File: src/rtl/wb_write_arbiter_if.sv
// Bus bundle for wb_write_arbiter: pipeline write-back request, multi-cycle
// result handshake, register-file write port and status outputs.
// The slave modport is the arbiter's view and the master modport is the
// environment's view.
interface wb_write_arbiter_if #(
  parameter int DATA_WIDTH = 32,
  parameter int FIFO_DEPTH = 4
);
  localparam int CW = $clog2(FIFO_DEPTH) + 1;

  logic                  i_Sig_Write_Back_Enable;
  logic [3:0]            i_Destination;
  logic [DATA_WIDTH-1:0] i_Write_Back_Value;
  logic                  i_Mc_Valid;
  logic [3:0]            i_Mc_Destination;
  logic [DATA_WIDTH-1:0] i_Mc_Value;
  logic                  o_Mc_Ready;
  logic                  o_Rf_Write_Enable;
  logic [3:0]            o_Rf_Destination;
  logic [DATA_WIDTH-1:0] o_Rf_Value;
  logic                  o_Stall_Pipeline;
  logic [CW-1:0]         o_Queue_Count;

  modport slave (
    input  i_Sig_Write_Back_Enable, i_Destination, i_Write_Back_Value,
    input  i_Mc_Valid, i_Mc_Destination, i_Mc_Value,
    output o_Mc_Ready, o_Rf_Write_Enable, o_Rf_Destination, o_Rf_Value,
    output o_Stall_Pipeline, o_Queue_Count
  );

  modport master (
    output i_Sig_Write_Back_Enable, i_Destination, i_Write_Back_Value,
    output i_Mc_Valid, i_Mc_Destination, i_Mc_Value,
    input  o_Mc_Ready, o_Rf_Write_Enable, o_Rf_Destination, o_Rf_Value,
    input  o_Stall_Pipeline, o_Queue_Count
  );
endinterface

File: src/rtl/wb_write_arbiter.sv
// Register-file write-port arbiter. The pipeline write-back always wins;
// multi-cycle results wait in an in-order queue and drain into idle cycles.
// A pipeline write kills older queued results to the same register, and a
// starvation counter raises a bubble request when the head keeps losing.
// Optional macro WB_ARB_STATS_EN adds saturating conflict/kill counters.
module wb_write_arbiter #(
  parameter int DATA_WIDTH   = 32,
  parameter int FIFO_DEPTH   = 4,
  parameter int STARVE_LIMIT = 8
) (
  input  logic clk,
  input  logic reset,
  wb_write_arbiter_if.slave bus
`ifdef WB_ARB_STATS_EN
  ,
  output logic [15:0] o_Conflict_Count,
  output logic [15:0] o_Kill_Count
`endif
);
  localparam int AW = $clog2(FIFO_DEPTH);
  localparam int CW = AW + 1;

  logic [AW-1:0]         rd_ptr_q, rd_ptr_d, wr_ptr_q, wr_ptr_d;
  logic [CW-1:0]         count_q, count_d;
  logic [FIFO_DEPTH-1:0] live_q, live_d, kill;
  logic [3:0]            dst_q [FIFO_DEPTH];
  logic [DATA_WIDTH-1:0] val_q [FIFO_DEPTH];
  logic [7:0]            starve_q, starve_d;
  logic                  stall_q, stall_d;
  logic                  rf_we_q, rf_we_d;
  logic [3:0]            rf_dst_q, rf_dst_d;
  logic [DATA_WIDTH-1:0] rf_val_q, rf_val_d;
  logic                  mc_ready, q_empty, head_live, push, pop, conflict, wb_en;

  assign wb_en     = bus.i_Sig_Write_Back_Enable;
  assign mc_ready  = (count_q < CW'(FIFO_DEPTH));
  assign q_empty   = (count_q == '0);
  assign head_live = !q_empty && live_q[rd_ptr_q];
  assign push      = bus.i_Mc_Valid && mc_ready;
  // A live head pops only when the pipeline is idle; a dead head pops always.
  assign pop       = !q_empty && (!wb_en || !live_q[rd_ptr_q]);
  assign conflict  = wb_en && head_live;

  // Next-state: queue bookkeeping, write-after-write kills, arbitration, starvation.
  always_comb begin
    live_d = live_q;
    kill   = '0;
    for (int i = 0; i < FIFO_DEPTH; i++) begin
      kill[i] = wb_en && live_q[i] && (dst_q[i] == bus.i_Destination);
    end
    if (pop) live_d[rd_ptr_q] = 1'b0;
    live_d = live_d & ~kill;
    // The entry pushed this cycle is younger than the pipeline write.
    if (push) live_d[wr_ptr_q] = 1'b1;

    rd_ptr_d = rd_ptr_q + AW'(pop);
    wr_ptr_d = wr_ptr_q + AW'(push);
    count_d  = count_q + CW'(push) - CW'(pop);

    rf_we_d  = 1'b0;
    rf_dst_d = rf_dst_q;
    rf_val_d = rf_val_q;
    if (wb_en) begin
      rf_we_d  = 1'b1;
      rf_dst_d = bus.i_Destination;
      rf_val_d = bus.i_Write_Back_Value;
    end else if (head_live) begin
      rf_we_d  = 1'b1;
      rf_dst_d = dst_q[rd_ptr_q];
      rf_val_d = val_q[rd_ptr_q];
    end

    starve_d = starve_q;
    stall_d  = stall_q;
    if (q_empty || pop) begin
      starve_d = '0;
      stall_d  = 1'b0;
    end else begin
      if (conflict && starve_q != 8'hFF) starve_d = starve_q + 8'd1;
      if (starve_q == 8'(STARVE_LIMIT)) stall_d = 1'b1;
    end
  end

  // Control and output registers; reset discards all queued results.
  always_ff @(posedge clk) begin
    if (reset) begin
      rd_ptr_q <= '0;
      wr_ptr_q <= '0;
      count_q  <= '0;
      live_q   <= '0;
      starve_q <= '0;
      stall_q  <= 1'b0;
      rf_we_q  <= 1'b0;
      rf_dst_q <= '0;
      rf_val_q <= '0;
    end else begin
      rd_ptr_q <= rd_ptr_d;
      wr_ptr_q <= wr_ptr_d;
      count_q  <= count_d;
      live_q   <= live_d;
      starve_q <= starve_d;
      stall_q  <= stall_d;
      rf_we_q  <= rf_we_d;
      rf_dst_q <= rf_dst_d;
      rf_val_q <= rf_val_d;
    end
  end

  // Queue payload storage; validity is tracked separately by live_q.
  always_ff @(posedge clk) begin
    if (push) begin
      dst_q[wr_ptr_q] <= bus.i_Mc_Destination;
      val_q[wr_ptr_q] <= bus.i_Mc_Value;
    end
  end

  assign bus.o_Mc_Ready        = mc_ready;
  assign bus.o_Rf_Write_Enable = rf_we_q;
  assign bus.o_Rf_Destination  = rf_dst_q;
  assign bus.o_Rf_Value        = rf_val_q;
  assign bus.o_Stall_Pipeline  = stall_q;
  assign bus.o_Queue_Count     = count_q;

`ifdef WB_ARB_STATS_EN
  logic [15:0] conf_cnt_q, kill_cnt_q;
  logic [16:0] kill_sum;

  always_comb begin
    kill_sum = {1'b0, kill_cnt_q};
    for (int i = 0; i < FIFO_DEPTH; i++) kill_sum = kill_sum + 17'(kill[i]);
  end

  // Saturating statistics counters.
  always_ff @(posedge clk) begin
    if (reset) begin
      conf_cnt_q <= '0;
      kill_cnt_q <= '0;
    end else begin
      if (conflict && conf_cnt_q != 16'hFFFF) conf_cnt_q <= conf_cnt_q + 16'd1;
      kill_cnt_q <= kill_sum[16] ? 16'hFFFF : kill_sum[15:0];
    end
  end

  assign o_Conflict_Count = conf_cnt_q;
  assign o_Kill_Count     = kill_cnt_q;
`endif
endmodule

File: src/flat_wrapper.sv
// flat-port wrapper written by rule: the top's interface ports become plain ports
module wb_write_arbiter_flat 
#(
  parameter int DATA_WIDTH   = 32,
  parameter int FIFO_DEPTH   = 4,
  parameter int STARVE_LIMIT = 8
)
  (clk, reset, bus_i_Sig_Write_Back_Enable, bus_i_Destination, bus_i_Write_Back_Value, bus_i_Mc_Valid, bus_i_Mc_Destination, bus_i_Mc_Value, bus_o_Mc_Ready, bus_o_Rf_Write_Enable, bus_o_Rf_Destination, bus_o_Rf_Value, bus_o_Stall_Pipeline, bus_o_Queue_Count);
  wb_write_arbiter_if #(.DATA_WIDTH(DATA_WIDTH), .FIFO_DEPTH(FIFO_DEPTH)) bus_i ();
  input  logic clk;
  input  logic reset;
  input wire logic [$bits(bus_i.i_Sig_Write_Back_Enable)-1:0] bus_i_Sig_Write_Back_Enable;
  input wire logic [$bits(bus_i.i_Destination)-1:0] bus_i_Destination;
  input wire logic [$bits(bus_i.i_Write_Back_Value)-1:0] bus_i_Write_Back_Value;
  input wire logic [$bits(bus_i.i_Mc_Valid)-1:0] bus_i_Mc_Valid;
  input wire logic [$bits(bus_i.i_Mc_Destination)-1:0] bus_i_Mc_Destination;
  input wire logic [$bits(bus_i.i_Mc_Value)-1:0] bus_i_Mc_Value;
  output wire logic [$bits(bus_i.o_Mc_Ready)-1:0] bus_o_Mc_Ready;
  output wire logic [$bits(bus_i.o_Rf_Write_Enable)-1:0] bus_o_Rf_Write_Enable;
  output wire logic [$bits(bus_i.o_Rf_Destination)-1:0] bus_o_Rf_Destination;
  output wire logic [$bits(bus_i.o_Rf_Value)-1:0] bus_o_Rf_Value;
  output wire logic [$bits(bus_i.o_Stall_Pipeline)-1:0] bus_o_Stall_Pipeline;
  output wire logic [$bits(bus_i.o_Queue_Count)-1:0] bus_o_Queue_Count;
  assign bus_i.i_Sig_Write_Back_Enable = bus_i_Sig_Write_Back_Enable;
  assign bus_i.i_Destination = bus_i_Destination;
  assign bus_i.i_Write_Back_Value = bus_i_Write_Back_Value;
  assign bus_i.i_Mc_Valid = bus_i_Mc_Valid;
  assign bus_i.i_Mc_Destination = bus_i_Mc_Destination;
  assign bus_i.i_Mc_Value = bus_i_Mc_Value;
  assign bus_o_Mc_Ready = bus_i.o_Mc_Ready;
  assign bus_o_Rf_Write_Enable = bus_i.o_Rf_Write_Enable;
  assign bus_o_Rf_Destination = bus_i.o_Rf_Destination;
  assign bus_o_Rf_Value = bus_i.o_Rf_Value;
  assign bus_o_Stall_Pipeline = bus_i.o_Stall_Pipeline;
  assign bus_o_Queue_Count = bus_i.o_Queue_Count;
  wb_write_arbiter #(.DATA_WIDTH(DATA_WIDTH), .FIFO_DEPTH(FIFO_DEPTH), .STARVE_LIMIT(STARVE_LIMIT)) u_core (.clk(clk), .reset(reset), .bus(bus_i));
endmodule
File: config.mk
export PLATFORM = sky130hd
export DESIGN_NAME = wb_write_arbiter_flat
export DESIGN_NICKNAME = d
export VERILOG_FILES = /design/src/rtl/wb_write_arbiter_if.sv /design/src/rtl/wb_write_arbiter.sv /design/src/flat_wrapper.sv
export SDC_FILE = /design/constraint.sdc
export NUM_CORES = 1
export LEC_CHECK = 0
export CORE_ASPECT_RATIO = 0.6
export CORE_UTILIZATION = 50
export CTS_BUF_LIST = sky130_fd_sc_hd__clkbuf_8
export DETAILED_ROUTE_END_ITERATION = 16
export PLACE_DENSITY = 0.74
export SLEW_MARGIN = 30
export SYNTH_ARGS = -nofsm -noshare
export SYNTH_HDL_FRONTEND = slang
export SYNTH_SLANG_ARGS = --single-unit
File: constraint.sdc
create_clock -name clk -period 11.9 [get_ports clk]
set_input_delay 2.975 -clock clk [delete_from_list [all_inputs] [get_ports clk]]
set_output_delay 2.975 -clock clk [all_outputs]
set_load 0.005 [all_outputs]
==> results.py <==
metrics = {
    "drt": {
        "avgViaCountPerCell": 5.43,
        "route.detailed.drc": 7,
        "ant_nets": 0,
        "via_count": 4735,
        "firstDrtPassIters": 11,
        "wire_per_inst_um": 18.8,
        "drtIter0Drc": 315,
        "wl_um": 16400,
    },
    "logic_synthesis": {
        "synth_cell_type_count": 37,
        "async_reset_ff_share_pct": 0,
        "synth_area_leaders": "edfxtp_1, dfxtp_1, mux4_2, mux2_2, nand2_1",
        "synth.avg_cell_area_um2": 15.3,
        "synthCells": 525,
        "yosys.cell_count.top_type": "edfxtp_1",
        "synth_fp_nets": 608,
        "yosysWarnings": 0,
        "synth_top_area_cell": "edfxtp_1",
        "synth_top_area_share_pct": 53.7,
        "synth_edf_count": 144,
        "mappedNetlistArea_um2": 8050,
        "ys.flop_type": "edfxtp_1",
        "ys_ff_latch": 201,
        "synth_common_cells": "edfxtp_1, nand2_1, dfxtp_1, a21oi_1, mux4_2",
        "seq_area_frac_synth_pct": 67.9,
    },
    "grt": {
        "antenna_found_initial": 1,
        "grt_usage_pct": 20.5,
        "grt_pass1_vias": 4971,
        "grt_max_degree": 50,
        "gr-total-overflow": 0,
        "grt_pass1_wl_um": 26200,
    },
    "clock_network": {
        "ctsResizeCount": 0,
        "post-cts-setup-buffer-count": 0,
        "clk_pin_slew_ns": 0.07,
        "cts_root_buf": "clkbuf_8",
        "numCtsBuffers": 28,
        "clkLatencyLatePin_ns": 0.53,
        "cts_tree": "built",
        "htreeDepth": 1,
        "cts_buffer_depth": 3,
        "clock-sinks": 201,
        "ctsHoldBuffers": 0,
    },
    "layout": {
        "stdcell_area_um2": 9990,
        "final_layout_size_suffix_gt1_share_pct": 19.7,
        "area_delta_synth_final_pct": 24.1,
        "fillers": 1090,
        "final_nets": 730,
        "diodes": 0,
        "fin_cells": 872,
    },
    "die": {
        "start_util_pct": 51.8,
        "ios": 118,
        "fp.dieW_um": 166,
        "coreArea_um2": 15500,
        "dieHeight_um": 100,
        "rows": 35,
        "fp.dieArea_um2": 16600,
    },
    "setup_path": {
        "r2r_end": "u_core.bus.o_Queue_Count[2]",
        "critPathTopFamily": "buffers and inverters",
        "rr_startpoint": "u_core.rd_ptr_q[0]",
        "slowest_delay_ns": 0.63,
        "crit_required_ns": 12.04,
        "reg2reg_depth": 10,
        "cp.arrival_ns": 4.94,
        "cp_max_fo": 36,
        "crit_type": "input port to flop",
        "cp_slowest_cell": "inv_2",
        "startpoint_type": "input port",
        "critPathBufInv": 2,
        "critPathCaptureType": "flop",
        "regToRegSetupSlack_ns": 8.74,
        "crit_path_cell_trace": "clkdlybuf4s50_1 > nor2b_1 > nand2_1 > or2_2 > inv_2",
    },
    "placed_design": {
        "place_inst": 820,
        "hpwl_um": 10400,
        "portBuffers": 117,
        "place_congestion": 0.786,
        "dpl_cell_area_um2": 9380,
    },
    "hold_path": {
        "holdCritPathClass": "flop to flop",
        "holdPathStages": 2,
        "hp-start": "u_core.bus.o_Rf_Value[2]",
        "min_to": "u_core.bus.o_Rf_Value[2]",
    },
    "sta": {
        "hold_slack_ns": 0.454,
        "drv_slew": 0,
        "finalHoldViolCount": 0,
        "rsz0062_at_grt": "no",
        "fin_crit_sh_pct": 40.3,
        "fin_crit_ns": 4.80,
        "tightest_slew_ns": 0.885,
        "setup_tns_ns": 0,
        "slew_headroom_pct": 41.0,
        "final-setup-viol-count": 0,
        "fmax_ghz": 0.208,
        "skew_ns": 0.0145,
    },
    "outcome": {
        "status": "finished with violations",
        "violations": "design-rule violations",
    },
    "power": {
        "power_density_nw_per_um2": 191,
        "ir_drop_v": 0.0000904,
        "p_leak_nw": 3.38,
    },
    "run": {
        "max-cap-violations": 0,
    },
}
==> flip-flops by register name, indices dropped and copies added (netlist names) <==
signal,flops
u_core.bus.o_Queue_Count,3
u_core.bus.o_Rf_Destination,4
u_core.bus.o_Rf_Value,32
u_core.bus.o_Rf_Write_Enable,1
u_core.bus.o_Stall_Pipeline,1
u_core.dst_q,16
u_core.live_q,4
u_core.rd_ptr_q,2
u_core.starve_q,8
u_core.val_q,128
u_core.wr_ptr_q,2
==> layout make-up <==
cell class / instances / area [µm²] / area share, %
Inverter: 8 / 30.0 / 0.301
Tap cell: 203 / 254 / 2.54
Clock buffer: 38 / 523 / 5.23
Multi-Input combinational cell: 285 / 2410 / 24.1
Clock inverter: 14 / 85.1 / 0.852
Sequential cell: 201 / 5470 / 54.7
Timing Repair Buffer: 123 / 1220 / 12.2
==> placed cells by master (no fill, tap or decap), drive strengths merged, types with 2 or more instances in the layout <==
master | synthesis | layout
nor2 | 15 | 15
and3 | 3 | 3
clkdlybuf4s50 | 0 | 115
xor2 | 7 | 7
inv | 8 | 18
a31oi | 4 | 4
mux2i | 2 | 2
a21oi | 42 | 42
ha | 6 | 6
clkinv | 0 | 3
nand2 | 80 | 80
nand4 | 2 | 2
clkbuf | 18 | 38
edfxtp | 144 | 144
xnor2 | 14 | 14
mux4 | 37 | 37
nor2b | 6 | 6
dfxtp | 57 | 57
buf | 13 | 8
nor3 | 10 | 10
nand3 | 7 | 7
mux2 | 36 | 36
or2 | 2 | 2
==> worst max path at each step <==
stage / startpoint / to / cells past startpoint
detailed placement: bus_i_Mc_Valid / u_core.val_q[1][11] / 5
floorplan: bus_i_Mc_Valid / u_core.dst_q[0][0] / 2
global route: bus_i_Mc_Valid / u_core.val_q[1][7] / 5
global placement: bus_i_Sig_Write_Back_Enable / u_core.bus.o_Queue_Count[2] / 9
CTS: bus_i_Mc_Valid / u_core.val_q[1][27] / 5
finish: bus_i_Mc_Valid / u_core.val_q[1][5] / 5
==> per-stage QoR <==
stage,worst slack (ns),util (%),total power [mW]
global placement,6.44,60.2,1.36
global route,7.02,64.3,2.00
floorplan,5.41,-,1.21
finish,7.10,64.3,1.91
detailed placement,6.58,60.3,1.37
CTS,7.13,64.2,1.93
==> cells by family (layout without fill, tap and decap cells) <==
logic type	Yosys count	after routing	synth area share, %
compound gates	52	52	3.70
fa+ha+maj	7	7	1.18
simple gates	130	130	6.99
mux	75	75	15.6
flops	201	201	67.9
buf+inv	39	183	2.35
xor+xnor	21	21	2.28
==> worst register-to-register path, delay by kind of cell (launching register included) <==
kind	cells	cell delay (ns)
simple gates	1	0.06
buf+inv	2	0.68
mux	1	0.68
flops	1	0.31
xor+xnor	2	0.35
fa+ha+maj	3	0.73
compound gates	1	0.23
==> report_power, final <==
| group | internal (mW) | leakage (nW) | total, mW | switching, mW |
|---|---|---|---|---|
| Combinational | 0.257 | 1.25 | 0.480 | 0.223 |
| Clock | 0.307 | 0.347 | 0.554 | 0.247 |
| Sequential | 0.839 | 1.78 | 0.873 | 0.0341 |
==> routing by layer <==
metal  up-vias  part of all wire, %  global-route usage [%]
li1       2206                    -                       -
met1      2362                   47                    28.4
met2       156                   45                    33.1
met3        11                  7.0                    5.05
met4         0                 0.85                    4.46
met5         -                    0                       0
No activity file was read; power rests on OpenSTA's default activity.
==> edit: new RTL, same flow settings <==
`FIFO_DEPTH` is set to 4 in 3 places; all go to 16.
--- a/src/rtl/wb_write_arbiter_if.sv
+++ b/src/rtl/wb_write_arbiter_if.sv
@@ -6,3 +6,3 @@
   parameter int DATA_WIDTH = 32,
-  parameter int FIFO_DEPTH = 4
+  parameter int FIFO_DEPTH = 16
 );
--- a/src/rtl/wb_write_arbiter.sv
+++ b/src/rtl/wb_write_arbiter.sv
@@ -7,3 +7,3 @@
   parameter int DATA_WIDTH   = 32,
-  parameter int FIFO_DEPTH   = 4,
+  parameter int FIFO_DEPTH   = 16,
   parameter int STARVE_LIMIT = 8
--- a/src/flat_wrapper.sv
+++ b/src/flat_wrapper.sv
@@ -4,3 +4,3 @@
   parameter int DATA_WIDTH   = 32,
-  parameter int FIFO_DEPTH   = 4,
+  parameter int FIFO_DEPTH   = 16,
   parameter int STARVE_LIMIT = 8
Ports: changed (resized bus_o_Queue_Count); port bits go from 118 to 120. No check against the original RTL was run, so the function may have changed too.
==> edit against the original RTL <==
Cell area grew to 3.0 times the old value; area after synthesis grew to 3.2 times the old value; wire length grew to 3.7 times the old value; sequential share of layout area is 8.5 points higher; highest routed layer unchanged; sequential cell count is 450 higher; power grew to 2.8 times the old value; utilization is 6.1 points lower; global-route usage is 2.8 points higher; worst setup slack worse by 0.35 ns; critical path depth is 10 higher.
==> edit: results (changes against the original RTL) <==
| Metric | Value |
|---|---|
| Setup WS pre-CTS | 6.09 ns (was 6.58 ns) |
| Pwr Density | 181 mW/mm^2 (was 191 mW/mm^2) |
| Reg2Reg Depth | 14 (was 10) |
| Final HPWL DP | 33.6 mm (was 10.4 mm) |
| CP max stage delay | 0.43 ns (was 0.63 ns) |
| Post-synth top cells | edfxtp_1 (576), mux4_2 (118), dfxtp_1 (75) (was edfxtp_1 (144), nand2_1 (80), dfxtp_1 (57)) |
| Vias in the first global route | 14,400 (was 4,971) |
| Global-route wire length before repair | 90.7 mm (was 26.2 mm) |
| Final Power | 5.40 mW (was 1.91 mW) |
| Peak supply drop | 222 uV (was 90.4 uV) |
| Area after DPL | 0.0280 mm^2 (was 0.00938 mm^2) |
| Buffering overhead | 4.76% (was 12.2%) |
| Status | finished, final reports clean (was finished with violations) |
| Met2 Track Usage GR | 35.6% (was 33.1%) |
| Non-CTS buffers | 148 (was 123) |
| Seq/Total Area, Yosys | 72.1% (was 67.9%) |
| P_leak | 9.41 nW (was 3.38 nW) |
| Met3 usage | 5.05% (about the same) |
| Placed cells | 2,196 (was 820) |
| Layout cells sized above 1 | 19.3% (was 19.7%) |
| Fill count | 3,717 (was 1,090) |
| Metal1 wirelength | 27.1 mm (was 7.67 mm) |
| Slowest cell on the critical path | fa_1 (was inv_2) |
| Reg area | 0.0188 mm^2 (was 0.00547 mm^2) |
| Netlist cell types | 54 (was 37) |
| Clk cell area share | 5.80% (was 6.09%) |
| Cells after Synth | 1,443 (was 525) |
| Finished Layout Cells | 2,360 (was 872) |
| DRT iter0 DRCs | 1,397 (was 315) |
| P_sw | 1.47 mW (was 0.504 mW) |
| H-tree levels | 3 (was 1) |
| CP Launch Point | bus_i_Sig_Write_Back_Enable (was bus_i_Mc_Valid) |
| Antenna violations before repair | 0 (was 1) |
| Input/output buffers | 119 (was 117) |
| 1st-pass router iterations | 5 (was 11) |
| Wirelength per Cell | 25.8 um (was 18.8 um) |
| Post-synth EDFFs | 576 (was 144) |
| Total track usage | 23.2% (was 20.5%) |
| Clk_lat worst skew | 0.66 ns (was 0.53 ns) |
| Worst Max-Slew Pin Slew | 0.977 ns (was 0.885 ns) |
| Num CTS Buffers | 90 (was 28) |
| Non-Clock Inverter Count | 32 (was 8) |
| Clk pwr share | 30.8% (was 29.1%) |
| Setup Skew | 0.0205 ns (was 0.0145 ns) |
| Pin count of the biggest net entering global routing | 124 (was 50) |
| WL met2 | 27.6 mm (was 7.47 mm) |
| Nets | 1,684 (was 730) |
| WL met3 | 4.83 mm (was 1.15 mm) |
| Yosys reg bits | 651 (was 201) |
| CLK BUF | 102 (was 38) |
| Count of multi-input gates | 672 (was 285) |
| GR met1 Demand/Resource | 33.9% (was 28.4%) |
| Fmax | 194 MHz (was 208 MHz) |
| RD Place Congestion | 0.827 (was 0.786) |
| Area occupied by multi-input gates | 0.00680 mm^2 (was 0.00241 mm^2) |
| Crit path DAT | 5.67 ns (was 4.94 ns) |
edit: kinds of logic after synthesis:
logic type / count (synthesis) / synth area share [%]
and+or+nand+nor: 184 / 3.42
muxes: 179 / 12.6
adders and majority gates: 13 / 0.653
AOI/OAI and AO/OA: 219 / 6.56
DFF: 651 / 72.1
buffers and inverters: 120 / 2.05
xor gates and xnor gates: 77 / 2.59
edit: how the worst min path moves through the flow:
stage | startpoint | end | depth (start not counted)
after floorplan | u_core.bus.o_Stall_Pipeline | u_core.bus.o_Stall_Pipeline | 2
after global placement | u_core.bus.o_Rf_Value[21] | u_core.bus.o_Rf_Value[21] | 2
after detailed placement | u_core.bus.o_Rf_Value[3] | u_core.bus.o_Rf_Value[3] | 2
after CTS | u_core.bus.o_Rf_Value[3] | u_core.bus.o_Rf_Value[3] | 2
after global routing | u_core.bus.o_Rf_Value[30] | u_core.bus.o_Rf_Value[30] | 1
final | u_core.bus.o_Stall_Pipeline | u_core.bus.o_Stall_Pipeline | 2
